==> src/rtl/x2050psw_store_pkg.sv <==
// Shared PSW-store definitions: sequencer states and PSW byte offsets,
// so the CC writer, PSW packer and local-storage store path agree.
package x2050psw_store_pkg;

   typedef enum logic [1:0] {
      ST_IDLE = 2'd0,
      ST_SEND = 2'd1,
      ST_DONE = 2'd2
   } state_t;

   localparam int BYTE_SYSMASK = 0;
   localparam int BYTE_KEYAMWP = 1;
   localparam int BYTE_INTHI   = 2;
   localparam int BYTE_INTLO   = 3;
   localparam int BYTE_CCPM    = 4;
   localparam int BYTE_IA_HI   = 5;
   localparam int BYTE_IA_MID  = 6;
   localparam int BYTE_IA_LO   = 7;

   // Byte 0 sits in the most significant position of the PSW doubleword.
   function automatic logic [7:0] psw_byte(
      input logic [63:0] psw,
      input logic [2:0]  idx
   );
      return psw[{~idx, 3'b000} +: 8];
   endfunction

endpackage

==> src/rtl/x2050psw_store_if.sv <==
// ROS-side request/strobe and W-bus byte stream of the PSW store.
// master = ROS control / W-bus consumer, slave = PSW store unit.
interface x2050psw_store_if;

   logic       i_ros_advance;
   logic       i_start;
   logic       i_abort;
   logic [7:0] o_byte;
   logic [2:0] o_byte_idx;
   logic       o_valid;
   logic       o_busy;
   logic       o_done;

   modport master (
      output i_ros_advance,
      output i_start,
      output i_abort,
      input  o_byte,
      input  o_byte_idx,
      input  o_valid,
      input  o_busy,
      input  o_done
   );

   modport slave (
      input  i_ros_advance,
      input  i_start,
      input  i_abort,
      output o_byte,
      output o_byte_idx,
      output o_valid,
      output o_busy,
      output o_done
   );

endinterface

==> src/rtl/x2050psw_pack.sv <==
// Combinational assembly of the 64-bit BC-mode PSW from its fields.
// Also used by the LPSW checker, so byte placement follows the package.
module x2050psw_pack
   import x2050psw_store_pkg::*;
(
   input  logic [7:0]  sysmask,
   input  logic [3:0]  key,
   input  logic [3:0]  amwp,
   input  logic [15:0] intcode,
   input  logic [1:0]  ilc,
   input  logic [1:0]  cc,
   input  logic [3:0]  progmask,
   input  logic [23:0] ia,
   output logic [63:0] psw
);

   logic [7:0] b [8];

   // Place each field at its byte offset, then flatten byte 0 first.
   always_comb begin
      b[BYTE_SYSMASK] = sysmask;
      b[BYTE_KEYAMWP] = {key, amwp};
      b[BYTE_INTHI]   = intcode[15:8];
      b[BYTE_INTLO]   = intcode[7:0];
      b[BYTE_CCPM]    = {ilc, cc, progmask};
      b[BYTE_IA_HI]   = ia[23:16];
      b[BYTE_IA_MID]  = ia[15:8];
      b[BYTE_IA_LO]   = ia[7:0];
      psw = {b[0], b[1], b[2], b[3], b[4], b[5], b[6], b[7]};
   end

endmodule

==> src/rtl/x2050psw_store.sv <==
// PSW store sequencer: snapshots the PSW on request and streams it
// onto the W-bus one byte per ROS advance; also tests BC conditions.
module x2050psw_store
   import x2050psw_store_pkg::*;
#(
   parameter int NBYTES = 8
) (
   input  logic                  i_clk,
   input  logic                  i_reset,
   x2050psw_store_if.slave       bus,
   input  logic [1:0]            i_cc_reg,
   input  logic [3:0]            i_progmask,
   input  logic [1:0]            i_ilc,
   input  logic [7:0]            i_sysmask,
   input  logic [3:0]            i_key,
   input  logic [3:0]            i_amwp,
   input  logic [15:0]           i_intcode,
   input  logic [23:0]           i_ia,
   input  logic [3:0]            i_bc_mask,
   output logic                  o_bc_taken
);

   localparam logic [2:0] LAST = 3'(NBYTES - 1);

   state_t      state;
   logic [63:0] snap;
   logic [63:0] psw_live;

   x2050psw_pack u_pack (
      .sysmask  (i_sysmask),
      .key      (i_key),
      .amwp     (i_amwp),
      .intcode  (i_intcode),
      .ilc      (i_ilc),
      .cc       (i_cc_reg),
      .progmask (i_progmask),
      .ia       (i_ia),
      .psw      (psw_live)
   );

   // Mask bit 3 tests CC0, so the selected bit is 3-cc, i.e. ~cc.
   assign o_bc_taken = i_bc_mask[~i_cc_reg];

   // Store sequencer; every register holds unless the ROS advances.
   always_ff @(posedge i_clk) begin
      if (i_reset) begin
         state          <= ST_IDLE;
         snap           <= '0;
         bus.o_byte     <= '0;
         bus.o_byte_idx <= '0;
         bus.o_valid    <= 1'b0;
         bus.o_busy     <= 1'b0;
         bus.o_done     <= 1'b0;
      end else if (bus.i_ros_advance) begin
         unique case (state)
            ST_IDLE: begin
               if (bus.i_start && !bus.i_abort) begin
                  state          <= ST_SEND;
                  snap           <= psw_live;
                  bus.o_byte     <= psw_byte(psw_live, 3'd0);
                  bus.o_byte_idx <= 3'd0;
                  bus.o_valid    <= 1'b1;
                  bus.o_busy     <= 1'b1;
               end
            end
            ST_SEND: begin
               if (bus.i_abort) begin
                  state          <= ST_IDLE;
                  bus.o_byte_idx <= 3'd0;
                  bus.o_valid    <= 1'b0;
                  bus.o_busy     <= 1'b0;
                  bus.o_done     <= 1'b0;
               end else if (bus.o_byte_idx != LAST) begin
                  bus.o_byte_idx <= bus.o_byte_idx + 3'd1;
                  bus.o_byte     <= psw_byte(snap,
                                       bus.o_byte_idx + 3'd1);
               end else begin
                  state       <= ST_DONE;
                  bus.o_valid <= 1'b0;
                  bus.o_done  <= 1'b1;
               end
            end
            ST_DONE: begin
               state       <= ST_IDLE;
               bus.o_valid <= 1'b0;
               bus.o_busy  <= 1'b0;
               bus.o_done  <= 1'b0;
            end
            default: begin
               state       <= ST_IDLE;
               bus.o_valid <= 1'b0;
               bus.o_busy  <= 1'b0;
               bus.o_done  <= 1'b0;
            end
         endcase
      end
   end

endmodule

==> src/flat_wrapper.sv <==
// flat-port wrapper written by rule: the top's interface ports become plain ports
module x2050psw_store_flat import x2050psw_store_pkg::*;
#(
   parameter int NBYTES = 8
)
  (i_clk, i_reset, i_cc_reg, i_progmask, i_ilc, i_sysmask, i_key, i_amwp, i_intcode, i_ia, i_bc_mask, o_bc_taken, bus_i_ros_advance, bus_i_start, bus_i_abort, bus_o_byte, bus_o_byte_idx, bus_o_valid, bus_o_busy, bus_o_done);
  x2050psw_store_if bus_i ();
  input  logic i_clk;
  input  logic i_reset;
  input  logic [1:0] i_cc_reg;
  input  logic [3:0] i_progmask;
  input  logic [1:0] i_ilc;
  input  logic [7:0] i_sysmask;
  input  logic [3:0] i_key;
  input  logic [3:0] i_amwp;
  input  logic [15:0] i_intcode;
  input  logic [23:0] i_ia;
  input  logic [3:0] i_bc_mask;
  output logic o_bc_taken;
  input wire logic [$bits(bus_i.i_ros_advance)-1:0] bus_i_ros_advance;
  input wire logic [$bits(bus_i.i_start)-1:0] bus_i_start;
  input wire logic [$bits(bus_i.i_abort)-1:0] bus_i_abort;
  output wire logic [$bits(bus_i.o_byte)-1:0] bus_o_byte;
  output wire logic [$bits(bus_i.o_byte_idx)-1:0] bus_o_byte_idx;
  output wire logic [$bits(bus_i.o_valid)-1:0] bus_o_valid;
  output wire logic [$bits(bus_i.o_busy)-1:0] bus_o_busy;
  output wire logic [$bits(bus_i.o_done)-1:0] bus_o_done;
  assign bus_i.i_ros_advance = bus_i_ros_advance;
  assign bus_i.i_start = bus_i_start;
  assign bus_i.i_abort = bus_i_abort;
  assign bus_o_byte = bus_i.o_byte;
  assign bus_o_byte_idx = bus_i.o_byte_idx;
  assign bus_o_valid = bus_i.o_valid;
  assign bus_o_busy = bus_i.o_busy;
  assign bus_o_done = bus_i.o_done;
  x2050psw_store #(.NBYTES(NBYTES)) u_core (.i_clk(i_clk), .i_reset(i_reset), .bus(bus_i), .i_cc_reg(i_cc_reg), .i_progmask(i_progmask), .i_ilc(i_ilc), .i_sysmask(i_sysmask), .i_key(i_key), .i_amwp(i_amwp), .i_intcode(i_intcode), .i_ia(i_ia), .i_bc_mask(i_bc_mask), .o_bc_taken(o_bc_taken));
endmodule
==> config.mk <==
export PLATFORM = sky130hd
export DESIGN_NAME = x2050psw_store_flat
export DESIGN_NICKNAME = d
export VERILOG_FILES = /design/src/rtl/x2050psw_store_pkg.sv /design/src/rtl/x2050psw_store_if.sv /design/src/rtl/x2050psw_pack.sv /design/src/rtl/x2050psw_store.sv /design/src/flat_wrapper.sv
export SDC_FILE = /design/constraint.sdc
export NUM_CORES = 1
export LEC_CHECK = 0
export ABC_AREA = 0
export CAP_MARGIN = 20
export CORE_ASPECT_RATIO = 0.7
export CORE_MARGIN = 5
export CORE_UTILIZATION = 50
export CTS_BUF_LIST = sky130_fd_sc_hd__clkbuf_8
export DETAILED_ROUTE_END_ITERATION = 8
export PLACE_DENSITY = 0.81
export SLEW_MARGIN = 30
export SYNTH_ARGS = -nofsm -noshare
export SYNTH_HDL_FRONTEND = slang
export SYNTH_SLANG_ARGS = --single-unit
==> constraint.sdc <==
create_clock -name i_clk -period 4.85 [get_ports i_clk]
set_input_delay 0.97 -clock i_clk [delete_from_list [all_inputs] [get_ports i_clk]]
set_output_delay 0.97 -clock i_clk [all_outputs]
set_load 0.05 [all_outputs]
# ---- Word-level counts from Yosys, hierarchy flattened
# Index checks and enable logic that the tools add are counted.
dict set report totals {
  ff_bits 80
  inputBits 73
  out_inout_bits 15
  elab_cells 54
}
dict set report op_classes {
  n_addsub 1
  magnitude_cmp 1
  n_eq_ne 8
  shift 1
  mux 23
  bitwise_logic 3
  n_reduce_logical 10
}
# cell n
set op_table {}
lappend op_table {{64-bit by 7-bit indexed part select with 8-bit output} 1}
lappend op_table {{8-bit 2-to-1 mux} 3}
lappend op_table {{8-bit one-hot mux with 2 select lines} 1}
lappend op_table {{3-bit AND reduction} 4}
lappend op_table {{3-bit 2-to-1 mux} 3}
lappend op_table {{1-bit 2-to-1 mux} 7}
lappend op_table {{2-bit 2-to-1 mux} 3}
lappend op_table {{3-bit inequality test (second input constant)} 2}
lappend op_table {{1-bit one-hot mux with 2 select lines} 3}
lappend op_table {{3-bit one-hot mux with 2 select lines} 1}
lappend op_table {{5-bit AND reduction} 1}
lappend op_table {{2-bit by 1-bit inequality test with 1-bit output (second input constant)} 2}
lappend op_table {{2-bit inequality test (second input constant)} 2}
lappend op_table {{2-bit one-hot mux with 2 select lines} 1}
lappend op_table {{4-bit AND reduction} 1}
lappend op_table {{3-bit by 1-bit adder with 3-bit output (second input constant)} 1}
lappend op_table {{2-bit by 3-bit < comparator with 1-bit output (second input constant)} 1}
lappend op_table {{3-bit by 2-bit inequality test with 1-bit output (second input constant)} 1}
lappend op_table {{3-bit NOT} 1}
lappend op_table {{1-bit binary-select mux with 2-bit select} 1}
lappend op_table {{2-bit by 1-bit equality test with 1-bit output (second input constant)} 1}
lappend op_table {{2-bit zero test} 1}
lappend op_table {{2-bit NOT} 1}
lappend op_table {{2-bit nonzero test} 1}
lappend op_table {{other kinds (3)} 3}

# ---- Depth between registers and ports, before layout
# Gate-level depths: netlist (run 1).
dict set report depth {
  word_depth 6
  mapped_depth 8
  mapped_depth_nobuf 6
}

# ---- Cells and area by module
# From an unflattened synthesis (run 1), not the netlist that was laid out.
dict set report hier_totals {
  hier_cells 468
  hier_area_um2 4043.9
}
# module n_inst cells_per_inst area_each_um2 seq_area_each_um2
set by_module_without_submodules {}
lappend by_module_without_submodules {x2050psw_store 1 404 3563.4 1601.5}
lappend by_module_without_submodules {x2050psw_pack 1 64 480.5 0.0}

# ---- Worst setup path before layout (run 1)
# Ideal clock, no wire load.
dict set report synth_path {
  path_kind {input port to output port}
  startpoint {in i_cc_reg[0]}
  endpoint {out o_bc_taken}
  arrival_ps 1605
  t_required_ps 3880
  slack_ps 2275
  cell_stages 1
  n_path_buf 0
  path_cell_list {mux4_2}
}
dict set report synth_between {
  elab_chain_cells 3
}
# item line
set synth_lines {}
lappend synth_lines {{from (decl)} flat_wrapper.sv:10} ;# input logic [1:0] i_cc_reg;
lappend synth_lines {{2-bit NOT} x2050psw_store.sv:42} ;# assign o_bc_taken = i_bc_mask[~i_cc_reg];
lappend synth_lines {{1-bit binary-select mux with 2-bit select} x2050psw_store.sv:42}
lappend synth_lines {{1-bit 2-to-1 mux (implied by the code)} x2050psw_store.sv:42}
lappend synth_lines {{to (decl)} flat_wrapper.sv:19} ;# output logic o_bc_taken;
# No other way between the ends. The select of a mux whose other input is x is not followed.

# ---- Final worst setup path (run 1)
# Ends and elaborated chain as after synthesis.

==> results of run 1 <==
==> power groups by stage <==
stage               Clock [mW]  Combinational (mW)  Sequential (mW)
CTS                      0.481               0.165            0.681
floorplan                    0              0.0698            0.705
global placement             0               0.161            0.696
global route             0.513               0.179            0.684
detailed placement           0               0.164            0.697
finish                   0.484               0.165            0.682
==> logic make-up after synthesis <==
group	synth area share [%]
and+or+nand+nor	20.8
muxes	5.59
adders and majority gates	0.726
DFF	45.9
AOI/OAI and AO/OA	22.6
buffers and inverters	4.39
==> worst max-delay path, stage by stage <==
cell	delay, ns
sky130_fd_sc_hd__clkdlybuf4s50_1	0.51
sky130_fd_sc_hd__mux4_2	0.50
sky130_fd_sc_hd__clkdlybuf4s50_1	0.71
==> cells in the final DEF, fill, tap and decap left out, drive strengths merged, types with 5 or more instances in the layout <==
master,n
a21oi,82
a22oi,9
clkbuf,10
clkdlybuf4s50,86
dfxtp,79
mux2,8
mux2i,8
nand2,136
nand2b,5
nor2,9
nor3,5
nor3b,5
o21ai,9
o22ai,7
==> metal layers <==
layer	wire length [um]	part of all wire [%]	track usage (%)	vias to the layer above
met5	0	0	0	-
met4	96	1.0	5.60	0
li1	-	-	-	1636
met1	4390	48	31.2	1526
met2	3950	43	32.0	128
met3	751	8.2	5.42	9
==> sequential cells by signal, indices dropped and copies added, names as in the netlist <==
register               cells
u_core.snap               64
u_core.bus.o_byte          8
u_core.bus.o_byte_idx      3
u_core.state               2
u_core.bus.o_busy          1
u_core.bus.o_done          1
==> final timing paths <==
| path | cells past startpoint | end | slack (ns) | start |
|---|---|---|---|---|
| worst min register to register | 2 | u_core.snap[29]$_SDFFE_PP0P_ | 0.46 | u_core.snap[29]$_SDFFE_PP0P_ |
| worst min-delay path | 2 | u_core.snap[29]$_SDFFE_PP0P_ | 0.46 | u_core.snap[29]$_SDFFE_PP0P_ |
| worst max register to register | 5 | u_core.bus.o_byte[0]$_SDFFE_PP0P_ | 2.18 | u_core.bus.o_byte_idx[0]$_SDFFE_PP0P_ |
| worst max-delay path | 3 | o_bc_taken | 1.18 | i_cc_reg[0] |
==> layout make-up <==
class / count / share of cell area (%)
multi-input combinational: 321 / 38.3
sequential: 79 / 35.1
timing repair buffer: 90 / 19.7
clock buffer: 10 / 3.05
tap: 94 / 2.61
clock inverter: 6 / 1.19
inverter: 1 / 0.0832
==> metrics by stage <==
stage	power [mW]	area (sq um)
global placement	0.857	4310
global route	1.38	4510
detailed placement	0.861	4320
finish	1.33	4510
floorplan	0.775	3450
CTS	1.33	4510
==> impl_metrics.toml, run 1 <==
[placement]
gp_congestion = 0.862
dpl.cell_count = 585
post-place-ws_ns = 1.17
port_buffers = 87
dp.final_hpwl_um = 6240

[floorplanning]
std_cell_rows = 25
floorplan.initialDensity_pct = 51.3
chipWidth_um = 109
top_level_port_count = 88
core_area_sq_um = 6730
die_area_sq_um = 8680
fp.dieH_um = 79.5

[clocking]
post_cts_hold_buffer_count = 0
clock_latency_on_the_worst_skew_pair_ns = 0.36
cts_sinks = 79
cts-buffers-inserted = 9
max_h_tree_level = 3
clk_root_buffer_cell = "sky130_fd_sc_hd__clkbuf_8"
cts-root-to-sink-buffers = 2
post_cts.repair.setup_buffers = 0
path_clk_slew_ns = 0.07
post_cts_resized = 0
tritoncts = "yes"

[pwr]
sw_frac_of_total_pct = 24.8
seq_power_share_pct = 51.2
share_comb_of_total_power_pct = 12.4
total_switching_power_uw = 330
power-per-cell-area_nw_per_um2 = 295
power.static_leakage_nw = 1.51
irDropWorstVdd_mv = 0.147
cellInternalPower_uw = 1000
share_clk_of_total_power_pct = 36.4

[final_layout]
antenna-diode-count = 0
post_route_cells_drive_above_1_share_pct = 5.92
final.fill_count = 601
area_growth_from_synthesis_to_layout_pct = 30.8
instances_no_fill = 601
final_util_pct = 67.1
regArea_sq_um = 1580
fin_nets = 577
combined_area_of_the_multi_input_logic_cells_sq_um = 1730

[synth]
netlist_top_cells_count = "136 x sky130_fd_sc_hd__nand2_1, 82 x sky130_fd_sc_hd__a21oi_1, 79 x sky130_fd_sc_hd__dfxtp_1, 21 x sky130_fd_sc_hd__clkbuf_1, 13 x sky130_fd_sc_hd__buf_2"
synth_ff_type = "sky130_fd_sc_hd__dfxtp_1"
postSynthCellCount = 436
count_of_synthesis_stage_warnings_from_yosys = 0
netlist.area_leader.share_pct = 45.9
synth_cell_types = 37
mappedNetlistArea_sq_um = 3450
ys_seq_elements = 79
async_flop_share_pct = 0
net_count_after_synthesis = 511
post_synth.cell_area_avg_sq_um = 7.91
synth.most_common_cell = "sky130_fd_sc_hd__nand2_1"
synth.top_cells.by_area = "sky130_fd_sc_hd__dfxtp_1 46%, sky130_fd_sc_hd__nand2_1 15%, sky130_fd_sc_hd__a21oi_1 12%, sky130_fd_sc_hd__mux2_2 2.6%, sky130_fd_sc_hd__mux2i_1 2.3%"
share_of_synthesized_area_occupied_by_flip_flops_and_latches_pct = 45.9
synth_enable_flop_cells = 0
synth_largest_area_cell = "sky130_fd_sc_hd__dfxtp_1"

[sta]
fin_crit_sh_pct = 75.6
report.final.setup_viol = 0
final_setup_slack_of_the_worst_path_ns = 1.18
timing.slew.headroom_pct = 44.4
finalMaxSlewViolations = 0
hold_violations = 0
tightest_slew_ns = 0.834
rsz0062_at_grt = "false"
setup-tns-final_ns = 0
fmax_mhz = 273
finalWorstPathRequiredPeriod_ns = 3.67
fin_hold_ws_ns = 0.457
timing.clock.skew_ns = 0.00435

[critical_path]
timing.setup.critical_path_class = "in2out"
worst-path-max-fanout = 2
timing.critical_path.required_ns = 3.88
critical_path.endpoint_type = "output pin"
arrival_ns = 2.70
worstSetupStartpointType = "input pin"

[grt]
global_route_wire_length_before_repair_um = 14800
grt_use_total_pct = 21.6
grt_start_max_net_pins = 81
grt_pass1_vias = 3052
grt_remaining_overflow = 0
grt_antenna_before_repair = 0

[drt]
drc = 0
drt_first_iter_violations = 269
drtPass1Iterations = 5
routed_via_count = 3299
post_drt_wl_per_cell_um = 15.3
avgViaCountPerCell = 5.49
antenna_left = 0
routed_wirelength_um = 9190

[run_status]
status = "finished, final reports clean"

[worst_hold_path]
hp-class = "reg2reg"

[run]
maxCapViolCount = 0
(Power assumes the default switching activity.)
==> inputs of run 2 (changes only) <==
==> constraint.sdc (replaced) <==
create_clock -name i_clk -period 3.45 [get_ports i_clk]
set_input_delay 0.69 -clock i_clk [delete_from_list [all_inputs] [get_ports i_clk]]
set_output_delay 0.69 -clock i_clk [all_outputs]
set_load 0.05 [all_outputs]
==> run 2 against run 1 <==
- via count increased by 0.76%
- register-to-register slack lost 0.99 ns
- sequential cell count unchanged
- die area unchanged
- non-clock buffer count increased by 4
- critical endpoint unchanged
- largest power group unchanged
- highest routed layer unchanged
==> impl_metrics.toml, run 2 (same netlist as run 1, synthesis figures left out) <==
[run_status]
status = "finished, final reports clean"

[drt]
antenna_left = 0
post_drt_wl_per_cell_um = 15.7
routed_via_count = 3324
drtPass1Iterations = 4
maxUsedRoutingLayer = "met4"
dr_wl_met3_um = 761
drc = 0
avgViaCountPerCell = 5.49
drt_first_iter_violations = 300
wl_met1_um = 4310
routed_wirelength_um = 9490
route.met2.wl_um = 4210

[grt]
grt_start_max_net_pins = 80
grt_remaining_overflow = 0
grt_use_total_pct = 22.0
grt_pass1_vias = 3117
grt_antenna_before_repair = 0
global_route_wire_length_before_repair_um = 15000

[clocking]
clk_root_buffer_cell = "sky130_fd_sc_hd__clkbuf_8"
post_cts_hold_buffer_count = 0
clock_latency_on_the_worst_skew_pair_ns = 0.35
cts-root-to-sink-buffers = 2
post_cts_resized = 0
cts-buffers-inserted = 9
path_clk_slew_ns = 0.07
max_h_tree_level = 3
cts_sinks = 79
post_cts.repair.setup_buffers = 0
tritoncts = "yes"

[pwr]
irDropWorstVdd_mv = 0.239
post-layout-total-power_mw = 1.97
power-per-cell-area_nw_per_um2 = 429
power.static_leakage_nw = 1.55

[floorplanning]
core_area_sq_um = 6730
die_area_sq_um = 8680
chipWidth_um = 109
floorplan.initialDensity_pct = 51.3
std_cell_rows = 25
top_level_port_count = 88
fp.dieH_um = 79.5

[final_layout]
post_route_cells_drive_above_1_share_pct = 7.05
layout_common_cells = "136 x sky130_fd_sc_hd__nand2_1, 86 x sky130_fd_sc_hd__clkdlybuf4s50_1, 82 x sky130_fd_sc_hd__a21oi_1"
layout.cells.most_common = "sky130_fd_sc_hd__nand2_1"
final_util_pct = 68.2
register_with_the_highest_flop_count = "u_core.snap"
antenna-diode-count = 0
final_design_area_no_fill_sq_um = 4590
largest_reg_flops = 64
fin_nets = 581
layout_top_registers = "u_core.snap (64), u_core.bus.o_byte (8), u_core.bus.o_byte_idx (3)"
area_growth_from_synthesis_to_layout_pct = 33.1
final.fill_count = 556
instances_no_fill = 605

[sta]
finalMaxSlewViolations = 0
tightest_slew_ns = 0.812
rsz0062_at_grt = "false"
report.final.setup_viol = 0
setup-tns-final_ns = 0
timing.slew.headroom_pct = 45.8
hold_violations = 0
final_setup_slack_of_the_worst_path_ns = 0.342
timing.clock.skew_ns = 0.00715
fmax_mhz = 322
fin_hold_ws_ns = 0.455
finalWorstPathRequiredPeriod_ns = 3.11
fin_crit_sh_pct = 90.1

[critical_path]
timing.reg2reg.setup_slack_ns = 1.19
timing.setup.critical_path_class = "in2out"
worst-path-max-fanout = 2
reg2reg_to = "u_core.bus.o_byte[5]$_SDFFE_PP0P_"
worstSetupStartpointType = "input pin"
critical_path.endpoint_type = "output pin"
timing.critical_path.required_ns = 2.76
origin_of_the_critical_flop_to_flop_path = "u_core.bus.o_byte_idx[1]$_SDFFE_PP0P_"
arrival_ns = 2.42
timing.critical_path.from = "i_cc_reg[0]"
worst-r2r-cell-count = 7

[placement]
dp.final_hpwl_um = 6630
post-place-ws_ns = 0.345
dpl.cell_count = 589
place_area_sq_um = 4360
gp_congestion = 0.861
port_buffers = 87

[run]
maxCapViolCount = 0

[worst_hold_path]
worst_hold_path.num_cells = 2
hold_start = "u_core.snap[4]$_SDFFE_PP0P_"
hp-class = "reg2reg"
hold-path-endpoint = "u_core.snap[4]$_SDFFE_PP0P_"
[run 2: changes by cell type in the layout (fill, tap and decap cells not counted)]
cell                         delta
sky130_fd_sc_hd__or3_4          -1
sky130_fd_sc_hd__clkinvlp_4     +1
sky130_fd_sc_hd__or3_2          +1
sky130_fd_sc_hd__ha_2           -1
sky130_fd_sc_hd__inv_1          -3
sky130_fd_sc_hd__clkbuf_8       +1
sky130_fd_sc_hd__ha_1           +1
sky130_fd_sc_hd__bufinv_16      +1
sky130_fd_sc_hd__buf_12         +1
sky130_fd_sc_hd__buf_4          +3
[run 2: worst max-delay path by stage]
stage                                             end  slack (ns)  cells after the start
global placement                           o_bc_taken        0.35                      3
finish                                     o_bc_taken        0.34                      3
CTS                                        o_bc_taken        0.34                      3
detailed placement                         o_bc_taken        0.35                      3
global route                               o_bc_taken        0.30                      3
floorplan           u_core.bus.o_byte[2]$_SDFFE_PP0P_        1.32                      8
[run 2: final cells by class]
| type | count | area, sq um | area share, % |
|---|---|---|---|
| multi-input combinational | 321 | 1720 | 37.6 |
| clock buffer | 11 | 151 | 3.30 |
| tap | 94 | 118 | 2.56 |
| sequential | 79 | 1580 | 34.5 |
| timing repair buffer | 94 | 931 | 20.3 |
| clock inverter | 5 | 80.1 | 1.75 |
| inverter | 1 | 3.75 | 0.0818 |
[run 2: where the power goes]
group | internal [mW] | leakage (nW) | switching, mW
clock | 0.445 | 0.112 | 0.331
sequential | 0.941 | 0.641 | 0.0175
combinational | 0.121 | 0.793 | 0.114
[run 2: per-layer routing]
layer / vias to the layer above / global-route usage, %
li1: 1647 / -
met5: - / 0
met1: 1531 / 30.4
met2: 126 / 33.0
met4: 0 / 6.60
met3: 20 / 6.87
[run 2: critical path: stages]
cell and delay [ns]:
sky130_fd_sc_hd__clkdlybuf4s50_1 0.50, sky130_fd_sc_hd__mux4_2 0.51, sky130_fd_sc_hd__clkdlybuf4s50_1 0.72
